<file path="src/rtl/mem_stage_if.sv">
// mem_stage_if: execute->memory->write-back handshake, SRAM read data and forward/block bus of the memory stage
interface mem_stage_if;
  localparam int ES_TO_MS_BUS_WD = 77;
  localparam int MS_TO_WS_BUS_WD = 73;
  localparam int MS_FWD_BLK_BUS_WD = 39;
  logic ws_allowin;
  logic ms_allowin;
  logic es_to_ms_valid;
  logic [ES_TO_MS_BUS_WD-1:0] es_to_ms_bus;
  logic [31:0] data_sram_rdata;
  logic ms_to_ws_valid;
  logic [MS_TO_WS_BUS_WD-1:0] ms_to_ws_bus;
  logic [MS_FWD_BLK_BUS_WD-1:0] ms_fwd_blk_bus;
  modport master (
    output ws_allowin, es_to_ms_valid, es_to_ms_bus, data_sram_rdata,
    input  ms_allowin, ms_to_ws_valid, ms_to_ws_bus, ms_fwd_blk_bus
  );
  modport slave (
    input  ws_allowin, es_to_ms_valid, es_to_ms_bus, data_sram_rdata,
    output ms_allowin, ms_to_ws_valid, ms_to_ws_bus, ms_fwd_blk_bus
  );
endinterface

</file>
<file path="src/rtl/mem_stage.sv">
// mem_stage: MIPS memory stage with load alignment, read-data hold across stalls and forward/block bus.
// Define MS_LOAD_FWD_EN to forward load data from this stage instead of blocking decode.
module mem_stage (
  input  logic       clk,
  input  logic       reset,
  mem_stage_if.slave ms
);
  logic        ms_valid;
  logic        rbuf_vld;
  logic [31:0] rbuf;
  logic [76:0] bus_r;
  logic        lb, lbu, lh, lhu, lwl, lwr, res_from_mem, gr_we;
  logic [4:0]  dest;
  logic [31:0] exe_result, pc, mem_data, final_result;
  logic [1:0]  a;
  logic [7:0]  byte_v;
  logic [15:0] half_v;
  logic [3:0]  rf_wen;
  logic        fwd_valid, blk_valid;
  assign {lb, lbu, lh, lhu, lwl, lwr, res_from_mem, gr_we, dest, exe_result, pc} = bus_r;
  assign a = exe_result[1:0];
  assign ms.ms_allowin = !ms_valid || ms.ws_allowin;
  assign ms.ms_to_ws_valid = ms_valid;
  always_ff @(posedge clk)
    if (reset) ms_valid <= 1'b0;
    else if (ms.ms_allowin) ms_valid <= ms.es_to_ms_valid;
  always_ff @(posedge clk)
    if (ms.es_to_ms_valid && ms.ms_allowin) bus_r <= ms.es_to_ms_bus;
  // SRAM data is only valid in a load's first cycle; a stalled load captures it once
  always_ff @(posedge clk)
    if (reset) begin
      rbuf_vld <= 1'b0;
      rbuf     <= 32'h0;
    end else if (ms_valid && ms.ws_allowin) begin
      rbuf_vld <= 1'b0;
    end else if (ms_valid && res_from_mem && !rbuf_vld) begin
      rbuf_vld <= 1'b1;
      rbuf     <= ms.data_sram_rdata;
    end
  assign mem_data = rbuf_vld ? rbuf : ms.data_sram_rdata;
  always_comb begin
    byte_v = 8'(mem_data >> {a, 3'b000});
    half_v = exe_result[1] ? mem_data[31:16] : mem_data[15:0];
    final_result = lb  ? {{24{byte_v[7]}}, byte_v} :
                   lbu ? {24'h0, byte_v} :
                   lh  ? {{16{half_v[15]}}, half_v} :
                   lhu ? {16'h0, half_v} :
                   lwl ? mem_data << {~a, 3'b000} :
                   lwr ? mem_data >> {a, 3'b000} :
                   res_from_mem ? mem_data : exe_result;
    rf_wen = !gr_we ? 4'h0 : lwl ? 4'hf << ~a : lwr ? 4'hf >> a : 4'hf;
  end
`ifdef MS_LOAD_FWD_EN
  assign fwd_valid = ms_valid && gr_we;
  assign blk_valid = 1'b0;
`else
  assign fwd_valid = ms_valid && gr_we && !res_from_mem;
  assign blk_valid = ms_valid && res_from_mem && gr_we;
`endif
  assign ms.ms_to_ws_bus = {rf_wen, dest, final_result, pc};
  assign ms.ms_fwd_blk_bus = {fwd_valid, dest, final_result, blk_valid};
endmodule
</file>
<file path="src/flat_wrapper.sv">
// flat-port wrapper written by rule: the top's interface ports become plain ports
module mem_stage_flat 
  (clk, reset, ms_ws_allowin, ms_es_to_ms_valid, ms_es_to_ms_bus, ms_data_sram_rdata, ms_ms_allowin, ms_ms_to_ws_valid, ms_ms_to_ws_bus, ms_ms_fwd_blk_bus);
  mem_stage_if ms_i ();
  input  logic clk;
  input  logic reset;
  input wire logic [$bits(ms_i.ws_allowin)-1:0] ms_ws_allowin;
  input wire logic [$bits(ms_i.es_to_ms_valid)-1:0] ms_es_to_ms_valid;
  input wire logic [$bits(ms_i.es_to_ms_bus)-1:0] ms_es_to_ms_bus;
  input wire logic [$bits(ms_i.data_sram_rdata)-1:0] ms_data_sram_rdata;
  output wire logic [$bits(ms_i.ms_allowin)-1:0] ms_ms_allowin;
  output wire logic [$bits(ms_i.ms_to_ws_valid)-1:0] ms_ms_to_ws_valid;
  output wire logic [$bits(ms_i.ms_to_ws_bus)-1:0] ms_ms_to_ws_bus;
  output wire logic [$bits(ms_i.ms_fwd_blk_bus)-1:0] ms_ms_fwd_blk_bus;
  assign ms_i.ws_allowin = ms_ws_allowin;
  assign ms_i.es_to_ms_valid = ms_es_to_ms_valid;
  assign ms_i.es_to_ms_bus = ms_es_to_ms_bus;
  assign ms_i.data_sram_rdata = ms_data_sram_rdata;
  assign ms_ms_allowin = ms_i.ms_allowin;
  assign ms_ms_to_ws_valid = ms_i.ms_to_ws_valid;
  assign ms_ms_to_ws_bus = ms_i.ms_to_ws_bus;
  assign ms_ms_fwd_blk_bus = ms_i.ms_fwd_blk_bus;
  mem_stage u_core (.clk(clk), .reset(reset), .ms(ms_i));
endmodule
</file>
<file path="config.mk">
export PLATFORM = sky130hd
export DESIGN_NAME = mem_stage_flat
export DESIGN_NICKNAME = d
export VERILOG_FILES = /design/src/rtl/mem_stage_if.sv /design/src/rtl/mem_stage.sv /design/src/flat_wrapper.sv
export SDC_FILE = /design/constraint.sdc
export NUM_CORES = 1
export LEC_CHECK = 0
export ABC_AREA = 0
export CORE_ASPECT_RATIO = 1.5
export CORE_MARGIN = 2
export CORE_UTILIZATION = 47
export DETAILED_ROUTE_END_ITERATION = 10
export HOLD_SLACK_MARGIN = 0.02
export PLACE_DENSITY = 0.85
export SLEW_MARGIN = 20
export SYNTH_ARGS = -nofsm -noshare
export SYNTH_HDL_FRONTEND = slang
export SYNTH_SLANG_ARGS = --single-unit
</file>
<file path="constraint.sdc">
create_clock -name clk -period 3.4 [get_ports clk]
set_input_delay 0.68 -clock clk [delete_from_list [all_inputs] [get_ports clk]]
set_output_delay 0.68 -clock clk [all_outputs]
set_load 0.02 [all_outputs]
</file>
After elaboration in Yosys (flattened, before gate mapping)
Cells that the tools add are included.
{ "totals": {"ff_bits": 111, "input_bits": 113} }
{ "op_classes": {"n_shift": 4, "muxes": 12, "bitwise_logic": 2, "reduce_logical": 13} }
{ "op_table": {"columns": ["operator", "count"], "rows": [
  ["32-bit two-way mux", 8],
  ["32-bit by 5-bit left shift with 32-bit output", 1],
  ["32-bit by 5-bit >> shifter with 32-bit output", 1],
  ["16-bit two-way mux", 1],
  ["4-bit two-way mux", 3],
  ["1-bit logical AND", 7],
  ["4-bit by 2-bit left shift with 4-bit output, first input constant", 1],
  ["4-bit by 2-bit >> shifter with 4-bit output, first input constant", 1],
  ["1-bit logical NOT", 3],
  ["2-bit NOT", 1],
  ["2-bit AND reduction", 1],
  ["2-bit OR reduction", 1],
  ["1-bit logical OR", 1],
  ["1-bit NOT", 1]
]} }

Longest topological paths before layout
{ "depth": {"ltp_word": 8, "depth_mapped": 9} }

Worst setup path after synthesis
No wires, ideal clock.
{ "synth_timing": {"path_type": "input -> register", "start": "input ms_ws_allowin", "end": "register u_core.bus_r[0], enable pin", "setup_ns": 0.443, "arrival_time_ns": 2.779, "t_required_ns": 2.957, "slack_ns": 0.178, "stages": 2, "cell_sequence": "nand2b_1 -> and2_1"} }
{ "synth_via": {"elab_chain_len": 2} }
{ "synth_lines": {"columns": ["item", "line", "rtl"], "rows": [
  ["start: declaration", "flat_wrapper.sv:7", "input wire logic [$bits(ms_i.ws_allowin)-1:0] ms_ws_allowin;"],
  ["1-bit logical OR", "mem_stage.sv:22", "assign ms.ms_allowin = !ms_valid || ms.ws_allowin;"],
  ["1-bit logical AND", "mem_stage.sv:28", "if (ms.es_to_ms_valid && ms.ms_allowin) bus_r <= ms.es_to_ms_bus;"],
  ["end signal: assignment", "mem_stage.sv:28", null],
  ["end: declaration", "mem_stage.sv:11", "logic [76:0] bus_r;"]
]} }
No other way between the ends.
A chain may end at the register's enable or synchronous reset.

Worst setup path after layout
{ "layout_timing": {"start": "input ms_data_sram_rdata[23]", "end": "output ms_ms_to_ws_bus[45]"} }
{ "layout_via": {"elab_chain_len": 3} }
{ "layout_lines": {"columns": ["item", "line", "rtl"], "rows": [
  ["start: declaration", "flat_wrapper.sv:10", "input wire logic [$bits(ms_i.data_sram_rdata)-1:0] ms_data_sram_rdata;"],
  ["32-bit two-way mux", "mem_stage.sv:40", "assign mem_data = rbuf_vld ? rbuf : ms.data_sram_rdata;"],
  ["32-bit by 5-bit >> shifter with 32-bit output", "mem_stage.sv:42", "byte_v = 8'(mem_data >> {a, 3'b000});"],
  ["32-bit two-way mux", "mem_stage.sv:44", "final_result = lb ? {{24{byte_v[7]}}, byte_v} :"],
  ["end: declaration", "flat_wrapper.sv:13", "output wire logic [$bits(ms_i.ms_to_ws_bus)-1:0] ms_ms_to_ws_bus;"]
]} }
No other way between the ends.

==> results.cfg <==
[critical_path]
critPathSlowestCell = mux4_2
r2r_start = u_core.rbuf_vld
arrival_ns = 2.68
cp_top_family = buffers and inverters
critical_path_peak_fanout = 8
crit_type = input pin to output port
path_cells = clkdlybuf4s50_1 -> mux4_2 -> mux2i_4 -> or2b_4 -> buf_4 -> o21ai_0 -> clkdlybuf4s15_1
cp.buffers_inverters = 3
cp-start-kind = input pin
ff2ff_path_depth = 6
crit_path_end_kind = output port
regToRegSetupSlack_ns = 1.66
reg2reg_to = u_core.rbuf[17]
worst-path-stages = 7
cp_slowest_stage_delay_ns = 0.52
cp.required_ns = 2.72

[grt]
grt_max_degree = 39
grt_pass1_wl_um = 35200
gr-usage-all-layers_pct = 28.4
grt_pass1_vias = 6406
grt_overflow = 0
antenna_found_initial = 0

[clocking]
cts_tree = built
clock_path_buffers = 2
cts_sinks = 111
cts_made_buffers = 9
cts_hold_buf = 0
clk_pin_slew_ns = 0.07
clk_latency_ns = 0.36
h-tree-depth = 3
root_buffer = clkbuf_16

[min_path]
hold-path-endpoint = u_core.rbuf[7]
hp-class = register to register
whs_path_depth = 2
holdCritStartpoint = u_core.rbuf[7]

[sta]
drv_slew = 0
setup_viol = 0
worst_pin_slew_ns = 0.575
fmax_ghz = 0.298
fin_crit_sh_pct = 98.7
post-route-min-period_ns = 3.36
setup_ws_ns = 0.0439
fin_setup_tns_ns = 0
finalHoldViolations = 0
skew_ns = 0.0123
max_slew_margin_pct = 60.6

[floorplanning]
die_y_um = 154
start_util_pct = 48.4
dieWidth_um = 104
core_um2 = 14600
rows = 54
ios = 227
dieArea_um2 = 16000

[synth]
async_reset_ff_share_pct = 0
synth_top_family_by_area = compound AO/OA/AOI/OAI gates
synth_flop_cell = edfxtp_1
ys_seq_elements = 111
synth_fp_nets = 805
synth_mux_area_share_pct = 16.6
synth-compound-area-share_pct = 17.1
synthCells = 692
synth_xor_area_share_pct = 0
ys.warnings.count = 0
ys_seq_area_share_pct = 42.4
synth_edf_count = 77
synth-simple-area-share_pct = 11.0
synth.cell_area_um2 = 7060
synth.avg_cell_area_um2 = 10.2
synthAdderAreaFrac_pct = 0
synth_cell_type_count = 57

[placement]
dp_slack_ns = -0.386
gp_congestion = 1.04
portBuffers = 226
dp_cells = 1072
dp_hpwl_um = 17700

[cells_and_area]
area_growth_syn_to_layout_pct = 38.2
diodes = 0
final_core_util_pct = 66.9
final_cell_mix = clkdlybuf4s50_1, nand2_1, buf_4
layout_commonest_cell = clkdlybuf4s50_1
drive_above_1_share_pct = 22.7
instances_no_fill = 1094
final_net_count = 1006
fill_cells = 1229

[route]
wire_per_inst_um = 20.9
routed_wl_um = 22900
drcViolationCount = 0
drt-initial-drc-count = 649
vias = 6396
ant_nets = 0
via_per_inst = 5.85
dr.pass1.iters = 5

[power]
power_leakage_nw = 3.69
power.density_nw_per_um2 = 388
irDropWorstVdd_mv = 0.395
finalPower_w = 0.00378

[run]
maxCapViolCount = 0

[outcome]
outcome = complete, no violations
## kinds of logic (layout without fill, tap and decap cells)
group                  count (synthesis)  count (layout)
AND/OR/NAND/NOR                      186             186
buffers and inverters                137             343
multiplexers                          75              75
AO/OA/AOI/OAI                        183             183
flip-flops                           111             111
## layer usage
| layer | GRT usage (%) | up-vias | share of wire [%] |
|---|---|---|---|
| met1 | 31.2 | 3038 | 34 |
| met2 | 49.7 | 386 | 51 |
| met3 | 6.06 | 69 | 8.1 |
| li1 | - | 2903 | - |
| met4 | 17.9 | 0 | 6.2 |
| met5 | 0 | - | 0 |
## where the power goes
part / internal [W] / switching, W / leakage [nW]
clock network: 0.000520 / 0.000517 / 0.147
registers: 0.00152 / 0.0000427 / 1.02
logic: 0.000555 / 0.000629 / 2.53
## tightest hold or removal path: cells and delay by family (launching register included)
kind	cells	cell delay, ns
AOI/OAI and AO/OA	1	0.05
and+or+nand+nor	1	0.05
DFF	1	0.32
## how the worst max path moves through the flow
stage,from,endpoint,slack (ns)
4_1_cts,ms_data_sram_rdata[31],ms_ms_to_ws_bus[53],-0.08
3_5_place_dp,ms_data_sram_rdata[31],ms_ms_to_ws_bus[53],-0.39
2_1_floorplan,ms_ws_allowin,u_core.bus_r[0],0.18
6_report,ms_data_sram_rdata[23],ms_ms_to_ws_bus[45],0.04
5_1_grt,u_core.bus_r[32],ms_ms_to_ws_bus[41],-0.01
3_3_place_gp,ms_data_sram_rdata[31],ms_ms_fwd_blk_bus[21],-0.30
## registers in the layout (all words and copies together) (netlist names)
| name | cells |
|---|---|
| u_core.rbuf_vld | 1 |
| u_core.rbuf | 32 |
| u_core.ms.ms_to_ws_valid | 1 |
| u_core.bus_r | 77 |
## synthesized netlist by cell type, types with 2 or more instances
| cell type | number | area (µm²) |
|---|---|---|
| buf_1 | 3 | 11.3 |
| o32ai_1 | 4 | 35.0 |
| nor2_1 | 53 | 199 |
| o311ai_0 | 5 | 43.8 |
| a221o_1 | 3 | 30.0 |
| and2_1 | 3 | 18.8 |
| o21ai_0 | 31 | 155 |
| nand3_1 | 5 | 25.0 |
| dfxtp_1 | 34 | 681 |
| a21o_1 | 5 | 37.5 |
| o221ai_1 | 10 | 87.6 |
| buf_2 | 5 | 25.0 |
| mux4_1 | 18 | 473 |
| o22ai_1 | 8 | 50.1 |
| nor2b_1 | 5 | 31.3 |
| a31oi_1 | 3 | 18.8 |
| and3_1 | 5 | 31.3 |
| clkinv_1 | 3 | 11.3 |
| clkbuf_1 | 29 | 109 |
| mux2i_1 | 26 | 260 |
| nand2b_1 | 2 | 12.5 |
| a211oi_1 | 24 | 180 |
| or2_2 | 2 | 12.5 |
| a211o_1 | 4 | 35.0 |
| buf_4 | 83 | 623 |
| a21oi_1 | 55 | 275 |
| buf_12 | 2 | 40.0 |
| a221oi_1 | 7 | 61.3 |
| edfxtp_1 | 77 | 2310 |
| a21boi_0 | 2 | 15.0 |
| mux2_2 | 23 | 259 |
| nand2_1 | 104 | 390 |
| inv_1 | 6 | 22.5 |
| o31a_1 | 5 | 43.8 |
| o21ai_1 | 5 | 25.0 |
| o311ai_1 | 3 | 26.3 |
| mux4_2 | 6 | 135 |
| buf_6 | 5 | 56.3 |
## what timing repair did
action / CTS / global route
setup buffers: 0 / 5
pin swaps: 1 / 1
endpoints found under the setup margin: 64 / 47
cloned: 0 / 1
resized for setup: 125 / 54
## through the flow
stage / hold WS (ns) / area (µm²)
after floorplan: 0.441 / 7060
after global placement: 0.454 / 9430
after detailed placement: 0.460 / 9430
after CTS: 0.473 / 9750
after global routing: 0.499 / 9760
final: 0.466 / 9760
## area by class of cell
cell class                      instances  area (µm²)  share of cell area [%]
Inverter                                9        36.3                   0.372
Tap cell                              196         245                    2.51
Multi-Input combinational cell        444        3230                    33.1
Timing Repair Buffer                  318        2950                    30.2
Sequential cell                       111        2990                    30.7
Clock inverter                          7        76.3                   0.782
Clock buffer                            9         225                    2.31
Note: power is estimated with default switching activity, not from simulation.
